### src/rtl/hs32_mem_arb_pkg.sv
// hs32_mem_arb shared definitions: arbiter state encoding and
// port-select constants, also used by the pipeline controller.
package hs32_mem_arb_pkg;

   typedef enum logic [1:0] {
      IDLE   = 2'd0,
      BUSY_F = 2'd1,
      BUSY_E = 2'd2
   } arb_state_e;

   localparam logic PORT_F = 1'b0;
   localparam logic PORT_E = 1'b1;

endpackage

### src/rtl/hs32_mem_arb_if.sv
// hs32_mem_arb bus bundle: fetch port, execute port and memory port.
// master is the arbiter view, slave is the core/memory view.
interface hs32_mem_arb_if;

   logic [31:0] addrf;
   logic        reqf;
   logic [31:0] dtrf;
   logic        rdyf;

   logic [31:0] addre;
   logic [31:0] dtwe;
   logic        rwe;
   logic        reqe;
   logic [31:0] dtre;
   logic        rdye;

   logic [31:0] mem_addr;
   logic [31:0] mem_dtw;
   logic        mem_rw;
   logic        mem_req;
   logic [31:0] mem_dtr;
   logic        mem_rdy;

   modport master (
      input  addrf, reqf,
      input  addre, dtwe, rwe, reqe,
      input  mem_dtr, mem_rdy,
      output dtrf, rdyf,
      output dtre, rdye,
      output mem_addr, mem_dtw,
      output mem_rw, mem_req
   );

   modport slave (
      output addrf, reqf,
      output addre, dtwe, rwe, reqe,
      output mem_dtr, mem_rdy,
      input  dtrf, rdyf,
      input  dtre, rdye,
      input  mem_addr, mem_dtw,
      input  mem_rw, mem_req
   );

endinterface

### src/rtl/hs32_mem_arb.sv
// hs32_mem_arb: serializes fetch (read) and execute (read/write)
// word requests onto one memory port with alternating tie-break.
module hs32_mem_arb
   import hs32_mem_arb_pkg::*;
(
   input  logic           clk,
   input  logic           rstn,
   hs32_mem_arb_if.master bus
);

   arb_state_e  state_q;
   logic        last_q;
   logic [31:0] addr_q;
   logic [31:0] dtw_q;
   logic        rw_q;
   logic        req_q;
   logic        grant_e;

   // On a tie, execute wins unless it was the last port served.
   assign grant_e = bus.reqe &&
                    (!bus.reqf || last_q == PORT_F);

   always_ff @(posedge clk or negedge rstn) begin
      if (!rstn) begin
         state_q <= IDLE;
         last_q  <= PORT_F;
         addr_q  <= '0;
         dtw_q   <= '0;
         rw_q    <= 1'b0;
         req_q   <= 1'b0;
      end else begin
         unique case (state_q)
            IDLE: begin
               if (grant_e) begin
                  state_q <= BUSY_E;
                  addr_q  <= bus.addre;
                  dtw_q   <= bus.dtwe;
                  rw_q    <= bus.rwe;
                  req_q   <= 1'b1;
               end else if (bus.reqf) begin
                  state_q <= BUSY_F;
                  addr_q  <= bus.addrf;
                  dtw_q   <= '0;
                  rw_q    <= 1'b0;
                  req_q   <= 1'b1;
               end
            end
            BUSY_F: begin
               if (bus.mem_rdy) begin
                  state_q <= IDLE;
                  req_q   <= 1'b0;
                  last_q  <= PORT_F;
               end
            end
            BUSY_E: begin
               if (bus.mem_rdy) begin
                  state_q <= IDLE;
                  req_q   <= 1'b0;
                  last_q  <= PORT_E;
               end
            end
            default: begin
               state_q <= IDLE;
               req_q   <= 1'b0;
            end
         endcase
      end
   end

   assign bus.mem_addr = addr_q;
   assign bus.mem_dtw  = dtw_q;
   assign bus.mem_rw   = rw_q;
   assign bus.mem_req  = req_q;

   // Completion is combinational from mem_rdy so no cycle is lost.
   assign bus.rdyf = (state_q == BUSY_F) && bus.mem_rdy;
   assign bus.rdye = (state_q == BUSY_E) && bus.mem_rdy;
   assign bus.dtrf = bus.mem_dtr;
   assign bus.dtre = bus.mem_dtr;

`ifdef FORMAL
   a_hold: assert property (
      @(posedge clk) disable iff (!rstn)
      req_q && !bus.mem_rdy |=>
      $stable(addr_q) && $stable(dtw_q) &&
      $stable(rw_q) && req_q);

   a_onehot: assert property (
      @(posedge clk) !(bus.rdyf && bus.rdye));

   m_rdy: assume property (
      @(posedge clk) disable iff (!rstn)
      req_q |-> s_eventually bus.mem_rdy);

   a_done: assert property (
      @(posedge clk) disable iff (!rstn)
      req_q |-> s_eventually !req_q);
`endif

endmodule

### src/flat_wrapper.sv
// flat-port wrapper written by rule: the top's interface ports become plain ports
module hs32_mem_arb_flat import hs32_mem_arb_pkg::*;
  (clk, rstn, bus_addrf, bus_reqf, bus_addre, bus_dtwe, bus_rwe, bus_reqe, bus_mem_dtr, bus_mem_rdy, bus_dtrf, bus_rdyf, bus_dtre, bus_rdye, bus_mem_addr, bus_mem_dtw, bus_mem_rw, bus_mem_req);
  hs32_mem_arb_if bus_i ();
  input  logic clk;
  input  logic rstn;
  input wire logic [$bits(bus_i.addrf)-1:0] bus_addrf;
  input wire logic [$bits(bus_i.reqf)-1:0] bus_reqf;
  input wire logic [$bits(bus_i.addre)-1:0] bus_addre;
  input wire logic [$bits(bus_i.dtwe)-1:0] bus_dtwe;
  input wire logic [$bits(bus_i.rwe)-1:0] bus_rwe;
  input wire logic [$bits(bus_i.reqe)-1:0] bus_reqe;
  input wire logic [$bits(bus_i.mem_dtr)-1:0] bus_mem_dtr;
  input wire logic [$bits(bus_i.mem_rdy)-1:0] bus_mem_rdy;
  output wire logic [$bits(bus_i.dtrf)-1:0] bus_dtrf;
  output wire logic [$bits(bus_i.rdyf)-1:0] bus_rdyf;
  output wire logic [$bits(bus_i.dtre)-1:0] bus_dtre;
  output wire logic [$bits(bus_i.rdye)-1:0] bus_rdye;
  output wire logic [$bits(bus_i.mem_addr)-1:0] bus_mem_addr;
  output wire logic [$bits(bus_i.mem_dtw)-1:0] bus_mem_dtw;
  output wire logic [$bits(bus_i.mem_rw)-1:0] bus_mem_rw;
  output wire logic [$bits(bus_i.mem_req)-1:0] bus_mem_req;
  assign bus_i.addrf = bus_addrf;
  assign bus_i.reqf = bus_reqf;
  assign bus_i.addre = bus_addre;
  assign bus_i.dtwe = bus_dtwe;
  assign bus_i.rwe = bus_rwe;
  assign bus_i.reqe = bus_reqe;
  assign bus_i.mem_dtr = bus_mem_dtr;
  assign bus_i.mem_rdy = bus_mem_rdy;
  assign bus_dtrf = bus_i.dtrf;
  assign bus_rdyf = bus_i.rdyf;
  assign bus_dtre = bus_i.dtre;
  assign bus_rdye = bus_i.rdye;
  assign bus_mem_addr = bus_i.mem_addr;
  assign bus_mem_dtw = bus_i.mem_dtw;
  assign bus_mem_rw = bus_i.mem_rw;
  assign bus_mem_req = bus_i.mem_req;
  hs32_mem_arb u_core (.clk(clk), .rstn(rstn), .bus(bus_i));
endmodule
### config.mk
export PLATFORM = sky130hd
export DESIGN_NAME = hs32_mem_arb_flat
export DESIGN_NICKNAME = d
export VERILOG_FILES = /design/src/rtl/hs32_mem_arb_pkg.sv /design/src/rtl/hs32_mem_arb_if.sv /design/src/rtl/hs32_mem_arb.sv /design/src/flat_wrapper.sv
export SDC_FILE = /design/constraint.sdc
export NUM_CORES = 1
export LEC_CHECK = 0
export ABC_AREA = 1
export BUFFER_PORTS_ARGS = -buffer_cell sky130_fd_sc_hd__buf_2
export CORE_UTILIZATION = 30
export DETAILED_ROUTE_END_ITERATION = 8
export PLACE_DENSITY = 0.66
export SYNTH_ARGS = -nofsm -noshare
export SYNTH_HDL_FRONTEND = slang
export SYNTH_SLANG_ARGS = --single-unit
### constraint.sdc
create_clock -name clk -period 2.99 [get_ports clk]
set_clock_uncertainty 0.15 [all_clocks]
set_input_delay 0.598 -clock clk [delete_from_list [all_inputs] [get_ports clk]]
set_output_delay 0.598 -clock clk [all_outputs]
set_load 0.005 [all_outputs]
# Yosys cells after proc, flatten, opt, wreduce, memory -nomap -nowiden

Index checks and enable logic that the tools add are counted.

Equality and inequality tests: 6
Muxes and demuxes: 16
Bitwise operators: 1
Reductions and logical operators: 12

Operators by type and width:

| cell               | number |
|---|---|
| $mux 32            | 4 |
| $mux 1             | 6 |
| $mux 2             | 3 |
| $ne 2x2->1 const B | 2 |
| $pmux 1 s2         | 2 |
| $pmux 2 s2         | 1 |
| $reduce_and 2->1   | 2 |
| $reduce_bool 2->1  | 2 |
| $logic_and 1x1->1  | 3 |
| $ne 3x2->1 const B | 1 |
| $reduce_and 3->1   | 1 |
| $eq 2x1->1 const B | 1 |
| $eq 2x2->1 const B | 1 |
| $logic_not 2->1    | 1 |
| $ne 2x1->1 const B | 1 |
| $reduce_or 2->1    | 1 |
| $logic_not 1->1    | 1 |
| $logic_or 1x1->1   | 1 |
| $not 1->1          | 1 |

Flip-flop bits (word level): 69
Output and inout port bits: 132
Word-level logic and storage cells: 41

# Logic depth before layout (Yosys ltp)

Depth in word-level cells: 5
Gate-level depth with buffers: 9
Depth with buffers taken out: 7

# Worst setup path before layout

Ideal clock, no wire load.

Path type: reg2reg
From: register u_core.state_q[0]
To: register u_core.addr_q[10] (netlist: u_core.bus.mem_addr[10])
Arrival: 1.296 ns
Setup slack: 1.427 ns
Cell stages (with the launch flop): 10
Buffers on the path: 2
Cells stage by stage: dfrtp_1 -> inv_1 -> ha_1 -> inv_1 -> nor2_8 -> inv_2 -> buf_6 -> buf_6 -> nand2_1 -> nand2_1

Word-level cells in the longest chain between the ends: 2

Ends and longest elaborated chain:

| what                       | RTL line           | text |
|---|---|---|
| start, declared            | hs32_mem_arb.sv:11 | `arb_state_e state_q;` |
| start signal, assigned     | hs32_mem_arb.sv:25 | `state_q <= IDLE;` |
| start signal, assigned     | hs32_mem_arb.sv:35 | `state_q <= BUSY_E;` |
| start signal, assigned     | hs32_mem_arb.sv:41 | `state_q <= BUSY_F;` |
| $logic_not 2->1            | hs32_mem_arb.sv:32 | `unique case (state_q)` |
| $reduce_and 2->1 (no line) | --                 |  |
| end signal, assigned       | hs32_mem_arb.sv:36 | `addr_q <= bus.addre;` |
| end signal, assigned       | hs32_mem_arb.sv:42 | `addr_q <= bus.addrf;` |
| end, declared              | hs32_mem_arb.sv:13 | `logic [31:0] addr_q;` |

Every way passes these cells.
A chain may end at the register's enable or synchronous reset.

# Worst setup path after layout

From: register u_core.state_q[0]
To: register u_core.addr_q[3] (netlist: u_core.bus.mem_addr[3])

The elaborated chain is that of the path after synthesis.

==> flow_summary.ini <==
[status]
run_status = completed

[synthesis]
ys.flop_type = dfrtp_1
ys_seq_elements = 69
synth_edf_count = 0
synth_cells = 514
yosys_warnings = 0
synthTopCellsByArea = dfrtp_1 (45%), nand2_1 (20%), buf_4 (13%)
synth_cell_types = 14
yosys.area.top_type = dfrtp_1
syn_avg_cell_area_um2 = 7.50
yosysMostFrequentCell = nand2_1
async_flop_share_pct = 100
synth.top_cells.by_count = nand2_1 (210), inv_1 (71), dfrtp_1 (69), nand3_1 (66), buf_4 (65)
syn-cell-area_mm2 = 0.00385
synth_fp_nets = 652
synth_seq_area_share_pct = 44.8
yosysTopAreaCellShare_pct = 44.8

[power_and_ir_drop]
p_sw_mw = 1.64
combPwrFrac_pct = 37.2
clockPowerShare_pct = 25.9
seq_power_share_pct = 36.9
swShare_pct = 36.7
irDropWorstVdd_mv = 0.432
power_leakage_nw = 2.91
pwr_density_cell_mw_per_mm2 = 962
internal_power_mw = 2.83

[run]
cap_violations = 0

[timing]
drv_slew = 0
tns_ns = 0
rsz0062_at_grt = false
fin_crit_sh_pct = 73.5
finalCriticalPeriod_ns = 2.20
hold_viol = 0
fmax_mhz = 455
finalSetupViolCount = 0
worstMarginPinSlew_ns = 1.11
relSlewSlack_pct = 26.1

[global_route]
antenna_found_initial = 0
grt_pass1_wl_um = 15300
grt_pass1_vias = 3155
grt_max_degree = 70
groute.usage.overall_pct = 14.8
grt-ovfl-total = 0

[critical_path]
start_kind = flip-flop
cp_max_fo = 65
slowest_stage = inv_2
path_cells = inv_1, ha_1, inv_1, nor2_8, inv_2, nand2_1, nand2_1
worst-path-buf-inv = 3
cpPeakStageDelay_ns = 0.79
path_delay_family = buffers and inverters
worstPathRequired_ns = 3.09
cp-end-kind = flip-flop
reg2reg_slack_ns = 0.79
path_class = flip-flop to flip-flop
crit_arrival_ns = 2.30

[final_layout]
num_antenna_cells = 0
final_nets = 749
drive_gt1_share_pct = 31.7
instances_no_fill = 788
area_growth_pct = 20.5

[routing]
vias = 3284
finalWirelength_um = 9720
drtPass1Iterations = 4
route.detailed.drc = 0
ant_nets = 0
wire_per_inst_um = 12.3
drt_iter0_drc = 222
routed_via_density = 4.17

[place]
dp.cells = 772
numPortBuffers = 169
gp_congestion = 0.737
dpl.hpwl_um = 6570

[clocking]
clk_pin_slew_ns = 0.06
clock_latency_ns = 0.32
numClockSinks = 69
htreeDepth = 3
postCtsHoldBufs = 0
clockRootBuffer = clkbuf_16
numCtsBuffers = 9
cts_resized = 0
cts_setup_buffers = 0
cts_tree = done
cts.path.max_buffers = 2

[floorplanning]
chipHeight_um = 115
fp-row-count = 41
start_util_pct = 30.7
die_x_um = 115
boundaryPins = 266
coreArea_mm2 = 0.0126
dieArea_mm2 = 0.0133

[worst_hold_path]
hold_class = input pin to asynchronous set/reset pin
-- cell type report --
cell class / instances / area (um2)
clock inverter: 6 / 86.3
tap: 172 / 215
multi-input combinational: 286 / 1230
clock buffer: 10 / 239
timing repair buffer: 173 / 878
inverter: 72 / 270
sequential: 69 / 1730
fill: 1336 / 7920
-- cells in the final DEF (no fill, tap or decap), drive strengths merged --
master / Yosys / final
clkinvlp: 0 / 1
bufinv: 0 / 2
ha: 4 / 4
clkinv: 0 / 3
nand3: 66 / 66
o21ai: 1 / 1
clkbuf: 6 / 10
dfrtp: 69 / 69
inv: 72 / 72
nand2: 212 / 212
buf: 81 / 173
nor2: 3 / 3
-- worst register-to-register path: cells and delay by family (launching register included) --
family,cells,cell delay (ns)
adders and majority gates,1,0.21
buffers and inverters,3,1.08
DFF,1,0.37
and+or+nand+nor,3,0.32
-- cells by family (layout without fill, tap and decap cells) --
kind of cell    Yosys count  after routing  synth area share, %
fa+ha+maj                 4              4                 1.30
simple gates            281            281                 30.5
buf+inv                 159            261                 23.3
compound gates            1              1                0.130
flops                    69             69                 44.8
-- metal layers --
metal,vias to the layer above,GRT usage (%),wire (um)
li1,1662,-,-
met1,1495,18.5,4410
met2,104,24.4,4570
met3,23,4.16,582
met4,0,5.63,163
met5,-,0,0
-- worst paths after layout --
kind,start,to,cells past startpoint
max,u_core.state_q[0]$_DFFE_PN0P_,u_core.bus.mem_addr[3]$_DFFE_PN0P_,7
min,rstn,u_core.bus.mem_addr[18]$_DFFE_PN0P_,1
max reg2reg,u_core.state_q[0]$_DFFE_PN0P_,u_core.bus.mem_addr[3]$_DFFE_PN0P_,7
min reg2reg,u_core.bus.mem_dtw[5]$_DFFE_PN0P_,u_core.bus.mem_dtw[5]$_DFFE_PN0P_,2
max in group asynchronous,rstn,u_core.bus.mem_addr[3]$_DFFE_PN0P_,1
min in group clk,bus_dtwe[22],u_core.bus.mem_dtw[22]$_DFFE_PN0P_,3
-- stage by stage --
stage / power (mW) / cell area [um2] / setup WS, ns / hold slack (ns) / utilization (%)
2_1_floorplan: 2.71 / 3850 / 1.43 / 0.152 / -
3_3_place_gp: 3.32 / 4320 / 0.764 / 0.308 / 34.4
5_1_grt: 4.86 / 4640 / 0.527 / 0.310 / 37.0
3_5_place_dp: 3.36 / 4320 / 0.703 / 0.311 / 34.4
4_1_cts: 4.55 / 4640 / 0.755 / 0.290 / 37.0
6_report: 4.47 / 4640 / 0.793 / 0.227 / 37.0
-- registers in the layout, indices dropped and copies added (netlist names) --
name,count
u_core.bus.mem_req,1
u_core.last_q,1
u_core.bus.mem_dtw,32
u_core.bus.mem_rw,1
u_core.bus.mem_addr,32
u_core.state_q,2
-- power groups by stage --
stage          clock network (mW)  logic, mW  registers [mW]
2_1_floorplan                   0       1.03            1.68
3_3_place_gp                    0       1.65            1.67
3_5_place_dp                    0       1.71            1.66
4_1_cts                      1.19       1.71            1.65
5_1_grt                      1.22       1.92            1.71
6_report                     1.16       1.66            1.65
No activity file was read; power rests on OpenSTA's default activity.
